## src/rtl/muldiv_if.sv

```systemverilog
// Execute-stage handshake between the pipeline and the iterative multiply/divide unit.
interface muldiv_if #(parameter int XLEN = 32);
  logic            StartE;
  logic            FlushE;
  logic [2:0]      FunctE;
  logic [XLEN-1:0] SrcAE;
  logic [XLEN-1:0] SrcBE;
  logic [XLEN-1:0] MulDivResultE;
  logic            DoneE;
  logic            BusyE;

  modport master (output StartE, FlushE, FunctE, SrcAE, SrcBE,
                  input  MulDivResultE, DoneE, BusyE);
  modport slave  (input  StartE, FlushE, FunctE, SrcAE, SrcBE,
                  output MulDivResultE, DoneE, BusyE);
endinterface

```

## src/rtl/muldiv_unit.sv

```systemverilog
// Iterative RV32M multiply/divide: 32-step shift-add multiply and restoring divide on magnitudes.
// Optional MULDIV_FAST_MUL_EN: multiplies use a single-cycle combinational multiplier.
module muldiv_unit #(
  parameter int XLEN = 32
) (
  input  logic    clk,
  input  logic    reset,
  muldiv_if.slave bus
);
  localparam int CW = $clog2(XLEN);

  typedef enum logic [1:0] {IDLE, CALC, DONE} state_t;

  state_t            state;
  logic [CW-1:0]     count;
  logic [2:0]        funct;
  logic              neg;
  logic [XLEN-1:0]   opa;
  logic [2*XLEN-1:0] acc;
  logic [XLEN-1:0]   result;
  logic              done;

  logic              is_mul, a_sg, b_sg, a_neg, b_neg, neg_in, div0, ovf, fast;
  logic [XLEN-1:0]   a_mag, b_mag, spec_res, fres;

  // Decode of the operation presented in EX
  always_comb begin
    is_mul   = !bus.FunctE[2];
    a_sg     = is_mul ? (bus.FunctE[1] ^ bus.FunctE[0]) : !bus.FunctE[0];
    b_sg     = is_mul ? (bus.FunctE[1:0] == 2'b01) : !bus.FunctE[0];
    a_neg    = a_sg & bus.SrcAE[XLEN-1];
    b_neg    = b_sg & bus.SrcBE[XLEN-1];
    a_mag    = a_neg ? -bus.SrcAE : bus.SrcAE;
    b_mag    = b_neg ? -bus.SrcBE : bus.SrcBE;
    // Remainder follows the dividend sign; everything else is sign xor
    neg_in   = (!is_mul && bus.FunctE[1]) ? a_neg : (a_neg ^ b_neg);
    div0     = !is_mul && (bus.SrcBE == '0);
    ovf      = !is_mul && !bus.FunctE[0] && (bus.SrcAE == {1'b1, {(XLEN-1){1'b0}}})
               && (bus.SrcBE == '1);
    spec_res = '0;
    if (div0)     spec_res = bus.FunctE[1] ? bus.SrcAE : '1;
    else if (ovf) spec_res = bus.FunctE[1] ? '0 : {1'b1, {(XLEN-1){1'b0}}};
  end

`ifdef MULDIV_FAST_MUL_EN
  logic [2*XLEN-1:0] fa, fb, fprod;
  always_comb begin
    fa    = {{XLEN{a_neg}}, bus.SrcAE};
    fb    = {{XLEN{b_neg}}, bus.SrcBE};
    fprod = fa * fb;
    fast  = is_mul;
    fres  = (bus.FunctE[1:0] == 2'b00) ? fprod[XLEN-1:0] : fprod[2*XLEN-1:XLEN];
  end
`else
  always_comb begin
    fast = 1'b0;
    fres = '0;
  end
`endif

  logic [XLEN:0]     madd, dsub;
  logic [2*XLEN-1:0] acc_nxt, pm;
  logic [XLEN-1:0]   q, r, res_fin;

  // One iteration step; acc holds {hi,multiplier} or {remainder,quotient}
  always_comb begin
    madd = {1'b0, acc[2*XLEN-1:XLEN]} + {1'b0, (acc[0] ? opa : {XLEN{1'b0}})};
    dsub = acc[2*XLEN-1:XLEN-1] - {1'b0, opa};
    if (!funct[2])    acc_nxt = {madd, acc[XLEN-1:1]};
    else if (dsub[XLEN]) acc_nxt = {acc[2*XLEN-2:0], 1'b0};
    else              acc_nxt = {dsub[XLEN-1:0], acc[XLEN-2:0], 1'b1};
    pm = neg ? -acc_nxt : acc_nxt;
    q  = neg ? -acc_nxt[XLEN-1:0] : acc_nxt[XLEN-1:0];
    r  = neg ? -acc_nxt[2*XLEN-1:XLEN] : acc_nxt[2*XLEN-1:XLEN];
    if (!funct[2]) res_fin = (funct[1:0] == 2'b00) ? pm[XLEN-1:0] : pm[2*XLEN-1:XLEN];
    else           res_fin = funct[1] ? r : q;
  end

  always_ff @(posedge clk or posedge reset) begin
    if (reset) begin
      state  <= IDLE;
      count  <= '0;
      funct  <= '0;
      neg    <= 1'b0;
      opa    <= '0;
      acc    <= '0;
      result <= '0;
      done   <= 1'b0;
    end else if (bus.FlushE) begin
      state <= IDLE;
      count <= '0;
      done  <= 1'b0;
    end else begin
      case (state)
        IDLE: if (bus.StartE) begin
          funct <= bus.FunctE;
          neg   <= neg_in;
          count <= '0;
          if (div0 || ovf) begin
            result <= spec_res;
            done   <= 1'b1;
            state  <= DONE;
          end else if (fast) begin
            result <= fres;
            done   <= 1'b1;
            state  <= DONE;
          end else begin
            opa   <= is_mul ? a_mag : b_mag;
            acc   <= {{XLEN{1'b0}}, (is_mul ? b_mag : a_mag)};
            state <= CALC;
          end
        end
        CALC: begin
          acc   <= acc_nxt;
          count <= count + 1'b1;
          if (count == CW'(XLEN-1)) begin
            result <= res_fin;
            done   <= 1'b1;
            state  <= DONE;
          end
        end
        DONE: begin
          done  <= 1'b0;
          state <= IDLE;
        end
        default: state <= IDLE;
      endcase
    end
  end

  assign bus.MulDivResultE = result;
  assign bus.DoneE         = done;
  assign bus.BusyE         = (state == CALC) || (state == IDLE && bus.StartE && !bus.FlushE);
endmodule
```

## src/flat_wrapper.sv

```systemverilog
// flat-port wrapper written by rule: the top's interface ports become plain ports
module muldiv_unit_flat 
#(
  parameter int XLEN = 32
)
  (clk, reset, bus_StartE, bus_FlushE, bus_FunctE, bus_SrcAE, bus_SrcBE, bus_MulDivResultE, bus_DoneE, bus_BusyE);
  muldiv_if #(.XLEN(XLEN)) bus_i ();
  input  logic clk;
  input  logic reset;
  input wire logic [$bits(bus_i.StartE)-1:0] bus_StartE;
  input wire logic [$bits(bus_i.FlushE)-1:0] bus_FlushE;
  input wire logic [$bits(bus_i.FunctE)-1:0] bus_FunctE;
  input wire logic [$bits(bus_i.SrcAE)-1:0] bus_SrcAE;
  input wire logic [$bits(bus_i.SrcBE)-1:0] bus_SrcBE;
  output wire logic [$bits(bus_i.MulDivResultE)-1:0] bus_MulDivResultE;
  output wire logic [$bits(bus_i.DoneE)-1:0] bus_DoneE;
  output wire logic [$bits(bus_i.BusyE)-1:0] bus_BusyE;
  assign bus_i.StartE = bus_StartE;
  assign bus_i.FlushE = bus_FlushE;
  assign bus_i.FunctE = bus_FunctE;
  assign bus_i.SrcAE = bus_SrcAE;
  assign bus_i.SrcBE = bus_SrcBE;
  assign bus_MulDivResultE = bus_i.MulDivResultE;
  assign bus_DoneE = bus_i.DoneE;
  assign bus_BusyE = bus_i.BusyE;
  muldiv_unit #(.XLEN(XLEN)) u_core (.clk(clk), .reset(reset), .bus(bus_i));
endmodule
```

## config.mk

```make
export PLATFORM = sky130hd
export DESIGN_NAME = muldiv_unit_flat
export DESIGN_NICKNAME = d
export VERILOG_FILES = /design/src/rtl/muldiv_if.sv /design/src/rtl/muldiv_unit.sv /design/src/flat_wrapper.sv
export SDC_FILE = /design/constraint.sdc
export NUM_CORES = 1
export LEC_CHECK = 0
export ABC_AREA = 0
export CORE_UTILIZATION = 56
export CTS_CLUSTER_DIAMETER = 40
export DETAILED_ROUTE_END_ITERATION = 12
export GPL_TIMING_DRIVEN = 1
export PLACE_DENSITY = 0.79
export SLEW_MARGIN = 10
export SYNTH_ARGS = -nofsm -noshare
export SYNTH_HDL_FRONTEND = slang
export SYNTH_SLANG_ARGS = --single-unit
```

## constraint.sdc

```tcl
create_clock -name clk -period 5.38 [get_ports clk]
set_clock_uncertainty 0.15 [all_clocks]
set_input_delay 1.345 -clock clk [delete_from_list [all_inputs] [get_ports clk]]
set_output_delay 1.345 -clock clk [all_outputs]
set_load 0.01 [all_outputs]
```

# After elaboration in Yosys (flattened, before gate mapping)
# Index checks and enable logic that the tools add are counted.
# totals
ff_bits,140
latch_bits,0
ramBits,0
rom_bits,0
input_bits,71
n_memories,0
# classes
add_sub_neg,8
mul,0
n_div,0
order_cmp,0
eq_ne,13
shifts,0
n_mux,40
bitwise,6
n_reduce_logical,24
# op_table
operator,count
two-way mux 32 bit,17
two-way mux 64 bit,5
negation 32 bit,4
case mux 64 bit (2 select lines),1
"equality test 32 bit, second input constant",2
negation 64 bit,1
case mux 32 bit (2 select lines),1
adder 32 x 32 -> 33 bit,1
subtractor 33 x 32 -> 33 bit,1
logical NOT 32 bit,1
AND reduction 4 bit,3
two-way mux 5 bit,2
case mux 5 bit (2 select lines),1
two-way mux 2 bit,4
logical AND 1 bit,7
two-way mux 1 bit,7
"inequality test 3 x 2 -> 1 bit, second input constant",2
"adder 5 x 1 -> 5 bit, second input constant",1
"equality test 5 bit, second input constant",1
AND reduction 5 bit,1
"equality test 2 x 1 -> 1 bit, second input constant",2
logical NOT 2 bit,2
"inequality test 2 x 1 -> 1 bit, second input constant",2
"inequality test 2 bit, second input constant",2
other kinds (14),20

# Depth between registers and ports, before layout
# Gate-level depths: netlist of run 1.
# depth
depth_word,9
ltp_mapped,23
mapped_depth_nobuf,23

# Worst setup path after synthesis of run 1
# No wires, ideal clock.
# synth_path
path_type,register -> register
from,register u_core.acc[31]
to,"register u_core.result[20], in the netlist u_core.bus.MulDivResultE[20]"
arrival_time_ps,5278
t_required_ps,5154
setup_slack_ps,-124
path_stages_with_launch,24
n_path_buf,3
period_less_slack_ps,5504
path_cell_list,dfrtp_1 inv_1 ha_1 fa_1 nand2b_1 a21oi_1 o21ai_1 a31o_2 o211a_1 buf_6 buf_2 buf_1 o211ai_1 nor2b_1 ha_1 nand2_1 nor4b_1 o32ai_1 or4_1 or4_1 nand2_1 o21ai_0 a221o_1 o21ai_1
# synth_via
elab_chain_cells,9
elab_cells_between_ends,14
# synth_lines
item,line_no,text
start: declaration,muldiv_unit.sv:19,logic [2*XLEN-1:0] acc;
start signal: assignment,muldiv_unit.sv:109,"acc <= {{XLEN{1'b0}}, (is_mul ? b_mag : a_mag)};"
start signal: assignment,muldiv_unit.sv:114,acc <= acc_nxt;
subtractor 33 x 32 -> 33 bit,muldiv_unit.sv:68,"dsub = acc[2*XLEN-1:XLEN-1] - {1'b0, opa};"
two-way mux 64 bit,muldiv_unit.sv:70,"else if (dsub[XLEN]) acc_nxt = {acc[2*XLEN-2:0], 1'b0};"
two-way mux 64 bit (*),muldiv_unit.sv:69,"if (!funct[2]) acc_nxt = {madd, acc[XLEN-1:1]};"
negation 64 bit (tied with other cells),muldiv_unit.sv:72,pm = neg ? -acc_nxt : acc_nxt;
two-way mux 64 bit (tied with other cells),muldiv_unit.sv:72,
"two-way mux 32 bit, on equally long branches","muldiv_unit.sv:75, muldiv_unit.sv:76",
two-way mux 32 bit (*),muldiv_unit.sv:75,if (!funct[2]) res_fin = (funct[1:0] == 2'b00) ? pm[XLEN-1:0] : pm[2*XLEN-1:XLEN];
two-way mux 32 bit (*),muldiv_unit.sv:116,if (count == CW'(XLEN-1)) begin
case mux 32 bit (2 select lines) (*),muldiv_unit.sv:94,case (state)
end signal: assignment,muldiv_unit.sv:100,result <= spec_res;
end signal: assignment,muldiv_unit.sv:104,result <= fres;
end signal: assignment,muldiv_unit.sv:117,result <= res_fin;
end: declaration,muldiv_unit.sv:20,logic [XLEN-1:0] result;
# Every way passes the cells marked *; elsewhere a longest branch is shown, timed or not. The select of a mux whose other input is x is not followed.
# A chain may end at the register's enable or synchronous reset.

# Worst setup path after layout of run 1
# layout_path
from,register u_core.acc[0]
to,"register u_core.result[30], in the netlist u_core.bus.MulDivResultE[30]"
# layout_via
elab_chain_cells,9
elab_cells_between_ends,15
# layout_lines
item,line_no,text
two-way mux 32 bit,muldiv_unit.sv:67,"madd = {1'b0, acc[2*XLEN-1:XLEN]} + {1'b0, (acc[0] ? opa : {XLEN{1'b0}})};"
adder 32 x 32 -> 33 bit,muldiv_unit.sv:67,
two-way mux 64 bit (*),muldiv_unit.sv:69,
negation 64 bit or negation 32 bit (tied branches),"muldiv_unit.sv:72, muldiv_unit.sv:74",
two-way mux 64 bit or two-way mux 32 bit (tied branches),"muldiv_unit.sv:72, muldiv_unit.sv:74",
"two-way mux 32 bit, on equally long branches","muldiv_unit.sv:75, muldiv_unit.sv:76",
two-way mux 32 bit (*),muldiv_unit.sv:75,
two-way mux 32 bit (*),muldiv_unit.sv:116,
case mux 32 bit (2 select lines) (*),muldiv_unit.sv:94,
# Marked as above.

==> results.toml, run 1 <==
[status]
run_status = "completed"

[logic_synthesis]
yosys.cell_count.top_type = "sky130_fd_sc_hd__nand2_1"
ys_seq_elements = 140
ys_warn_count = 0
synth.top_cell.area_share_pct = 21.7
yosys.area.top_type = "sky130_fd_sc_hd__dfrtp_1"
seq_area_frac_synth_pct = 21.7
netlist-cell-type-count = 92
async_reset_ff_share_pct = 100
synth_area_sq_um = 16100
syn_avg_cell_area_sq_um = 7.17
synth-main-ff-cell = "sky130_fd_sc_hd__dfrtp_1"
synth.top_cells.by_area = "sky130_fd_sc_hd__dfrtp_1 22%, sky130_fd_sc_hd__o21ai_0 8.0%, sky130_fd_sc_hd__nand2_1 6.2%"
synth_enable_flop_cells = 0
mappedNetlistNets = 2395
syn-instance-count = 2250
synth.top_cells.by_count = "268 x sky130_fd_sc_hd__nand2_1, 259 x sky130_fd_sc_hd__o21ai_0, 226 x sky130_fd_sc_hd__nor2_1, 183 x sky130_fd_sc_hd__a21oi_1, 140 x sky130_fd_sc_hd__dfrtp_1"

[placed_design]
hpwlAfterDp_mm = 49.8
detailed_place.area_sq_um = 18500
placed_cells = 2768
io_buffers = 104
globalplace.congestion = 1.09

[die]
rows = 61
initial_utilization_pct = 57.5
floorplan.die.width_um = 172
fp.dieH_um = 172
coreArea_sq_um = 28100
floorplan.io_pins = 105
die-area_sq_um = 29500

[global_routing]
number_of_global_route_vias_before_repair = 17300
overflow = 0
total_routing_resource_utilization_after_global_routing_pct = 43.8
grt_pass1_wl_mm = 97.9
grt_antenna_before_repair = 1
pin_count_of_the_biggest_net_entering_global_routing = 102

[finish]
final_cell_area_sq_um = 19500
post_route_cells_drive_above_1_share_pct = 12.5
instances_no_fill = 2806
flow.area_growth_from_synthesis_pct = 20.8
num-nets-final = 2558

[detailed_routing]
post_route_drc_violation_count = 0
drt-total-wl_mm = 64.4
firstDrtPassIters = 7
ant_nets = 0
vias = 18700
viasPerCell = 6.67
post_drt_wl_per_cell_um = 22.9
dr.first_iter.drc_count = 2330

[sta]
min_period_ns = 5.25
hold_violations = 0
report.final.slew_viol_count = 0
post-route-period-util_pct = 97.7
slew_of_the_pin_with_the_lowest_slew_margin_ns = 1.09
fmax_mhz = 190
setup_viol_count_final = 0
final.setup.tns_ns = 0
rsz0062_at_grt = "true"
slew-limit-headroom_pct = 27.1

[critical_path]
largest_stage_delay_on_the_critical_path_ns = 0.54
worst-setup-path-type = "reg2reg"
worstPathCellList = "buf_4 > and2_1 > ha_1 > o21ai_0 > nor2_1 > o311ai_1 > buf_4 > a211oi_2 > buf_4 > o21ai_0 > xnor2_1 > mux2_4 > or3b_4 > or4_4 > or3_1 > o311ai_1 > a22oi_1 > o32a_1"
worstPathRequired_ns = 5.57
setup.worst_path.end_class = "flop"
timing.critical_path.from_type = "flop"
worstPathBufferInverterCount = 3
worst-r2r-setup-slack_ns = 0.13
slowest_stage = "sky130_fd_sc_hd__or4_4"
cp.arrival_ns = 5.44
critical_path.max_fanout = 13
path_delay_family = "compound AO/OA/AOI/OAI gates"
cp_common_cell = "sky130_fd_sc_hd__buf_4"

[clocking]
cts_htree_levels = 4
clk_transition_reported_paths_ns = 0.07
ctsHoldBuffers = 0
tritoncts = "yes"
cts_made_buffers = 17
clk-insertion-delay-late_ns = 0.46
clock_sink_count = 140
cts_root_buffer = "sky130_fd_sc_hd__clkbuf_16"
cts.path.max_buffers = 2

[flow_run]
maxCapViolations = 0

[pwr]
power_w = 0.0102
total_leakage_power_nw = 8.16
pwr_density_cell_nw_per_um2 = 525
power.ir.vdd_worst_mv = 0.248

[worst_hold_path]
worst_hold_path_type = "reg2reg"
[registers in the layout, indices dropped and copies added, names as in the netlist]
name,flops
u_core.opa,32
u_core.acc,64
u_core.bus.DoneE,1
u_core.funct,3
u_core.count,5
u_core.state,2
u_core.neg,1
u_core.bus.MulDivResultE,32
[layer usage]
| layer | vias to the layer above | GRT usage [%] | routed length [um] |
|---|---|---|---|
| li1 | 8568 | - | - |
| met1 | 8821 | 55.7 | 25700 |
| met2 | 1095 | 69.5 | 28400 |
| met3 | 237 | 9.46 | 6520 |
| met4 | 0 | 23.4 | 3680 |
| met5 | - | 0 | 0 |
[cell families after synthesis]
family / Yosys count / synth area share [%]
and+or+nand+nor: 825 / 24.2
AOI/OAI and AO/OA: 771 / 29.9
buffers and inverters: 211 / 5.07
xor gates and xnor gates: 152 / 8.25
DFF: 140 / 21.7
muxes: 77 / 5.02
adders and majority gates: 74 / 5.83
[area by class of cell]
class / count / area [sq um]
flip-flops and latches: 140 / 3510
fillers: 2459 / 8590
diodes: 2 / 5.00
well taps: 378 / 473
repair buffers: 270 / 2370
clock inverters: 15 / 234
multi-input cells: 1899 / 12200
clock buffers: 17 / 425
inverters: 85 / 324
[per-stage QoR]
stage | hold WS, ns | utilization [%] | worst slack [ns]
global placement | 0.323 | 65.8 | -0.0995
global route | 0.379 | 69.4 | -0.0957
CTS | 0.341 | 68.3 | 0.0108
finish | 0.334 | 69.4 | 0.125
detailed placement | 0.327 | 65.8 | -0.204
floorplan | 0.313 | - | 0.0176
[layout by cell type (no fill, tap or decap), types with 43 or more instances in the layout]
cell type,instances
sky130_fd_sc_hd__nand3_1,48
sky130_fd_sc_hd__and2_1,43
sky130_fd_sc_hd__inv_1,82
sky130_fd_sc_hd__xor2_1,72
sky130_fd_sc_hd__a21oi_1,178
sky130_fd_sc_hd__clkdlybuf4s50_1,103
sky130_fd_sc_hd__nor3_1,52
sky130_fd_sc_hd__buf_4,158
sky130_fd_sc_hd__ha_1,63
sky130_fd_sc_hd__nor2_1,225
sky130_fd_sc_hd__xnor2_1,80
sky130_fd_sc_hd__o21ai_0,251
sky130_fd_sc_hd__dfrtp_1,138
sky130_fd_sc_hd__nand2_1,267
sky130_fd_sc_hd__mux2i_1,62
[timing repair]
action | 4_1_cts | 5_1_grt
pin swaps | 0 | 12
setup buffers | 0 | 4
endpoints found under the setup margin | 15 | 24
gates resized for setup | 9 | 66
[where the power goes]
group | switching (W) | internal (W)
Clock | 0.000556 | 0.000834
Combinational | 0.00443 | 0.00284
Sequential | 0.000306 | 0.00126
[worst register-to-register path, stage by stage, from the launching register on]
cell and delay (ns):
sky130_fd_sc_hd__dfrtp_1 0.42, sky130_fd_sc_hd__buf_4 0.20, sky130_fd_sc_hd__and2_1 0.15, sky130_fd_sc_hd__ha_1 0.35
sky130_fd_sc_hd__o21ai_0 0.41, sky130_fd_sc_hd__nor2_1 0.13, sky130_fd_sc_hd__o311ai_1 0.25, sky130_fd_sc_hd__buf_4 0.17
sky130_fd_sc_hd__a211oi_2 0.09, sky130_fd_sc_hd__buf_4 0.16, sky130_fd_sc_hd__o21ai_0 0.23, sky130_fd_sc_hd__xnor2_1 0.17
sky130_fd_sc_hd__mux2_4 0.31, sky130_fd_sc_hd__or3b_4 0.41, sky130_fd_sc_hd__or4_4 0.54, sky130_fd_sc_hd__or3_1 0.34
sky130_fd_sc_hd__o311ai_1 0.27, sky130_fd_sc_hd__a22oi_1 0.10, sky130_fd_sc_hd__o32a_1 0.29
[final timing paths]
path | from | endpoint | cells after the start
setup / recovery | u_core.acc[0]$_DFFE_PP0P_ | u_core.bus.MulDivResultE[30]$_DFFE_PP0P_ | 18
hold / removal | u_core.bus.MulDivResultE[3]$_DFFE_PP0P_ | u_core.bus.MulDivResultE[3]$_DFFE_PP0P_ | 2
setup reg to reg | u_core.acc[0]$_DFFE_PP0P_ | u_core.bus.MulDivResultE[30]$_DFFE_PP0P_ | 18
hold reg to reg | u_core.bus.MulDivResultE[3]$_DFFE_PP0P_ | u_core.bus.MulDivResultE[3]$_DFFE_PP0P_ | 2
max in group asynchronous | reset | u_core.opa[20]$_DFFE_PP0P_ | 3
min in group asynchronous | reset | u_core.bus.DoneE$_DFFE_PP0P_ | 2
Power figures use the tool's default switching activity.
==> run 2: changes to the inputs <==
--- a/config.mk
+++ b/config.mk
@@ -6,11 +6,12 @@
 export NUM_CORES = 1
 export LEC_CHECK = 0
 export ABC_AREA = 0
-export CORE_UTILIZATION = 56
-export CTS_CLUSTER_DIAMETER = 40
+export CELL_PAD_IN_SITES_DETAIL_PLACEMENT = 1
+export CELL_PAD_IN_SITES_GLOBAL_PLACEMENT = 1
+export CORE_UTILIZATION = 41
 export DETAILED_ROUTE_END_ITERATION = 12
 export GPL_TIMING_DRIVEN = 1
-export PLACE_DENSITY = 0.79
+export PLACE_DENSITY_LB_ADDON = 0.1
 export SLEW_MARGIN = 10
 export SYNTH_ARGS = -nofsm -noshare
 export SYNTH_HDL_FRONTEND = slang
==> results.toml, run 2 (synthesis results as in run 1) <==
[detailed_routing]
post_route_drc_violation_count = 0
ant_nets = 0
dr.first_iter.drc_count = 1412
firstDrtPassIters = 5
drt-total-wl_mm = 75.3
viasPerCell = 6.33
vias = 18800
post_drt_wl_per_cell_um = 25.3

[critical_path]
largest_stage_delay_on_the_critical_path_ns = 0.66
critical_path.max_fanout = 30
worstPathCellList = "buf_12 > and2_1 > ha_1 > o21a_1 > o211ai_1 > o21bai_1 > buf_4 > a21oi_1 > or3_1 > a211oi_2 > a311o_1 > or4b_2 > or4_1 > mux2i_1 > a311o_1 > a21oi_1 > o21ai_1"
timing.critical_path.from_type = "flop"
path_delay_family = "compound AO/OA/AOI/OAI gates"
worstPathRequired_ns = 5.58
worst-setup-path-type = "reg2reg"
cp.arrival_ns = 5.44
slowest_stage = "sky130_fd_sc_hd__or4b_2"
setup.worst_path.end_class = "flop"
worstPathBufferInverterCount = 2

[sta]
min_period_ns = 5.24
hold_violations = 0
final_worst_hold_slack_ns = 0.347
slew_of_the_pin_with_the_lowest_slew_margin_ns = 1.04
report.final.slew_viol_count = 0
rsz0062_at_grt = "true"
post-route-period-util_pct = 97.3
slew-limit-headroom_pct = 30.2
fmax_mhz = 191
post-route-worst-setup-slack_ns = 0.143
setup_viol_count_final = 0

[clocking]
ctsHoldBuffers = 0
cts_root_buffer = "sky130_fd_sc_hd__clkbuf_16"
cts.path.max_buffers = 2
tritoncts = "yes"
clock_sink_count = 140
clk_transition_reported_paths_ns = 0.07
clk-insertion-delay-late_ns = 0.47
cts_htree_levels = 4
cts_made_buffers = 17

[placed_design]
hpwlAfterDp_mm = 59.0
place_worst_setup_slack_ns = -0.170
io_buffers = 104
globalplace.congestion = 0.969

[finish]
top_library_cells_by_usage_in_the_layout_fill_and_taps_aside = "267 x sky130_fd_sc_hd__nand2_1, 251 x sky130_fd_sc_hd__o21ai_0, 225 x sky130_fd_sc_hd__nor2_1"
num-nets-final = 2588
flow.area_growth_from_synthesis_pct = 23.1
max_ffs_per_register = 64
post_route_cells_drive_above_1_share_pct = 13.3
commonest_non_fill_non_tap_cell_in_the_layout = "sky130_fd_sc_hd__nand2_1"
antenna_cells = 0
largest_register = "u_core.acc"

[global_routing]
total_routing_resource_utilization_after_global_routing_pct = 37.0
grt_antenna_before_repair = 8
pin_count_of_the_biggest_net_entering_global_routing = 87
grt_pass1_wl_mm = 114
overflow = 0
number_of_global_route_vias_before_repair = 18600

[die]
initial_utilization_pct = 41.7
coreArea_sq_um = 38700
floorplan.die.width_um = 200
rows = 72
floorplan.io_pins = 105
die-area_sq_um = 40200
fp.dieH_um = 200

[pwr]
combinationalPowerShare_pct = 72.3
total_switching_power_w = 0.00567
clock_share_of_power_pct = 13.0
total_leakage_power_nw = 8.28
switching_share_pct = 52.6
pwr_density_cell_nw_per_um2 = 542
power_frac_seq_pct = 14.6
cell_internal_pwr_w = 0.00510
power.ir.vdd_worst_mv = 0.312

[worst_hold_path]
worst_hold_path_type = "reg2reg"

[status]
run_status = "completed"

[flow_run]
maxCapViolations = 0
## run 2: cell types whose count changed in the layout (fill, tap and decap cells not counted), sizes merged
cell and change:
buf +30, inv -4, clkbuf +3, diode -2, clkinv +1
## run 2: timing repair
action	CTS	global route
gates resized for setup	7	57
hold endpoints to repair	0	0
gates cloned	0	0
setup buffers	0	7
pin swaps	0	8
setup endpoints to repair	19	23
## run 2: final timing paths
path | startpoint | to | slack [ns] | cells past startpoint
max | u_core.acc[0]$_DFFE_PP0P_ | u_core.bus.MulDivResultE[23]$_DFFE_PP0P_ | 0.14 | 17
min | u_core.bus.MulDivResultE[3]$_DFFE_PP0P_ | u_core.bus.MulDivResultE[3]$_DFFE_PP0P_ | 0.35 | 2
max reg2reg | u_core.acc[0]$_DFFE_PP0P_ | u_core.bus.MulDivResultE[23]$_DFFE_PP0P_ | 0.14 | 17
min reg2reg | u_core.bus.MulDivResultE[3]$_DFFE_PP0P_ | u_core.bus.MulDivResultE[3]$_DFFE_PP0P_ | 0.35 | 2
max in group asynchronous | reset | u_core.acc[61]$_DFFE_PP0P_ | 2.94 | 3
min in group asynchronous | reset | u_core.bus.MulDivResultE[5]$_DFFE_PP0P_ | 1.27 | 2
## run 2: cell type report
type,instances,area (sq um)
clock buffers,20,457
clock inverters,12,210
fillers,4861,18900
inverters,85,324
multi-input cells,1899,12100
flip-flops and latches,140,3510
well taps,518,648
repair buffers,300,2580
## run 2: worst reg2reg max path, cell delays in order, from the launching register on
cell	delay (ns)
sky130_fd_sc_hd__dfrtp_1	0.45
sky130_fd_sc_hd__buf_12	0.19
sky130_fd_sc_hd__and2_1	0.15
sky130_fd_sc_hd__ha_1	0.35
sky130_fd_sc_hd__o21a_1	0.21
sky130_fd_sc_hd__o211ai_1	0.19
sky130_fd_sc_hd__o21bai_1	0.21
sky130_fd_sc_hd__buf_4	0.22
sky130_fd_sc_hd__a21oi_1	0.08
sky130_fd_sc_hd__or3_1	0.35
sky130_fd_sc_hd__a211oi_2	0.30
sky130_fd_sc_hd__a311o_1	0.24
sky130_fd_sc_hd__or4b_2	0.66
sky130_fd_sc_hd__or4_1	0.56
sky130_fd_sc_hd__mux2i_1	0.14
sky130_fd_sc_hd__a311o_1	0.27
sky130_fd_sc_hd__a21oi_1	0.28
sky130_fd_sc_hd__o21ai_1	0.11
## run 2: through the flow
stage | area (sq um) | std cells | total power, W | TNS (ns) | util, %
after floorplan | 16100 | 2250 | 0.00591 | 0 | -
after global placement | 18900 | 2935 | 0.00869 | -0.320 | 48.7
after detailed placement | 18900 | 2935 | 0.00887 | -1.16 | 48.7
after CTS | 19600 | 2967 | 0.0104 | 0 | 50.5
after global routing | 19900 | 2974 | 0.0113 | -0.123 | 51.3
final | 19900 | 2974 | 0.0108 | 0 | 51.3
## run 2: power by group through the flow
stage	clock network, W	logic (W)	registers (W)
2_1_floorplan	0	0.00446	0.00145
3_3_place_gp	0	0.00713	0.00156
3_5_place_dp	0	0.00730	0.00157
4_1_cts	0.00141	0.00739	0.00156
5_1_grt	0.00145	0.00829	0.00160
6_report	0.00140	0.00778	0.00157
## run 2: metal layers
metal | vias up | track usage (%) | share of wire (%)
li1 | 8612 | - | -
met1 | 9357 | 48.6 | 43
met2 | 695 | 61.0 | 47
met3 | 160 | 3.97 | 5.7
met4 | 4 | 16.6 | 4.3
met5 | - | 0 | 0.027
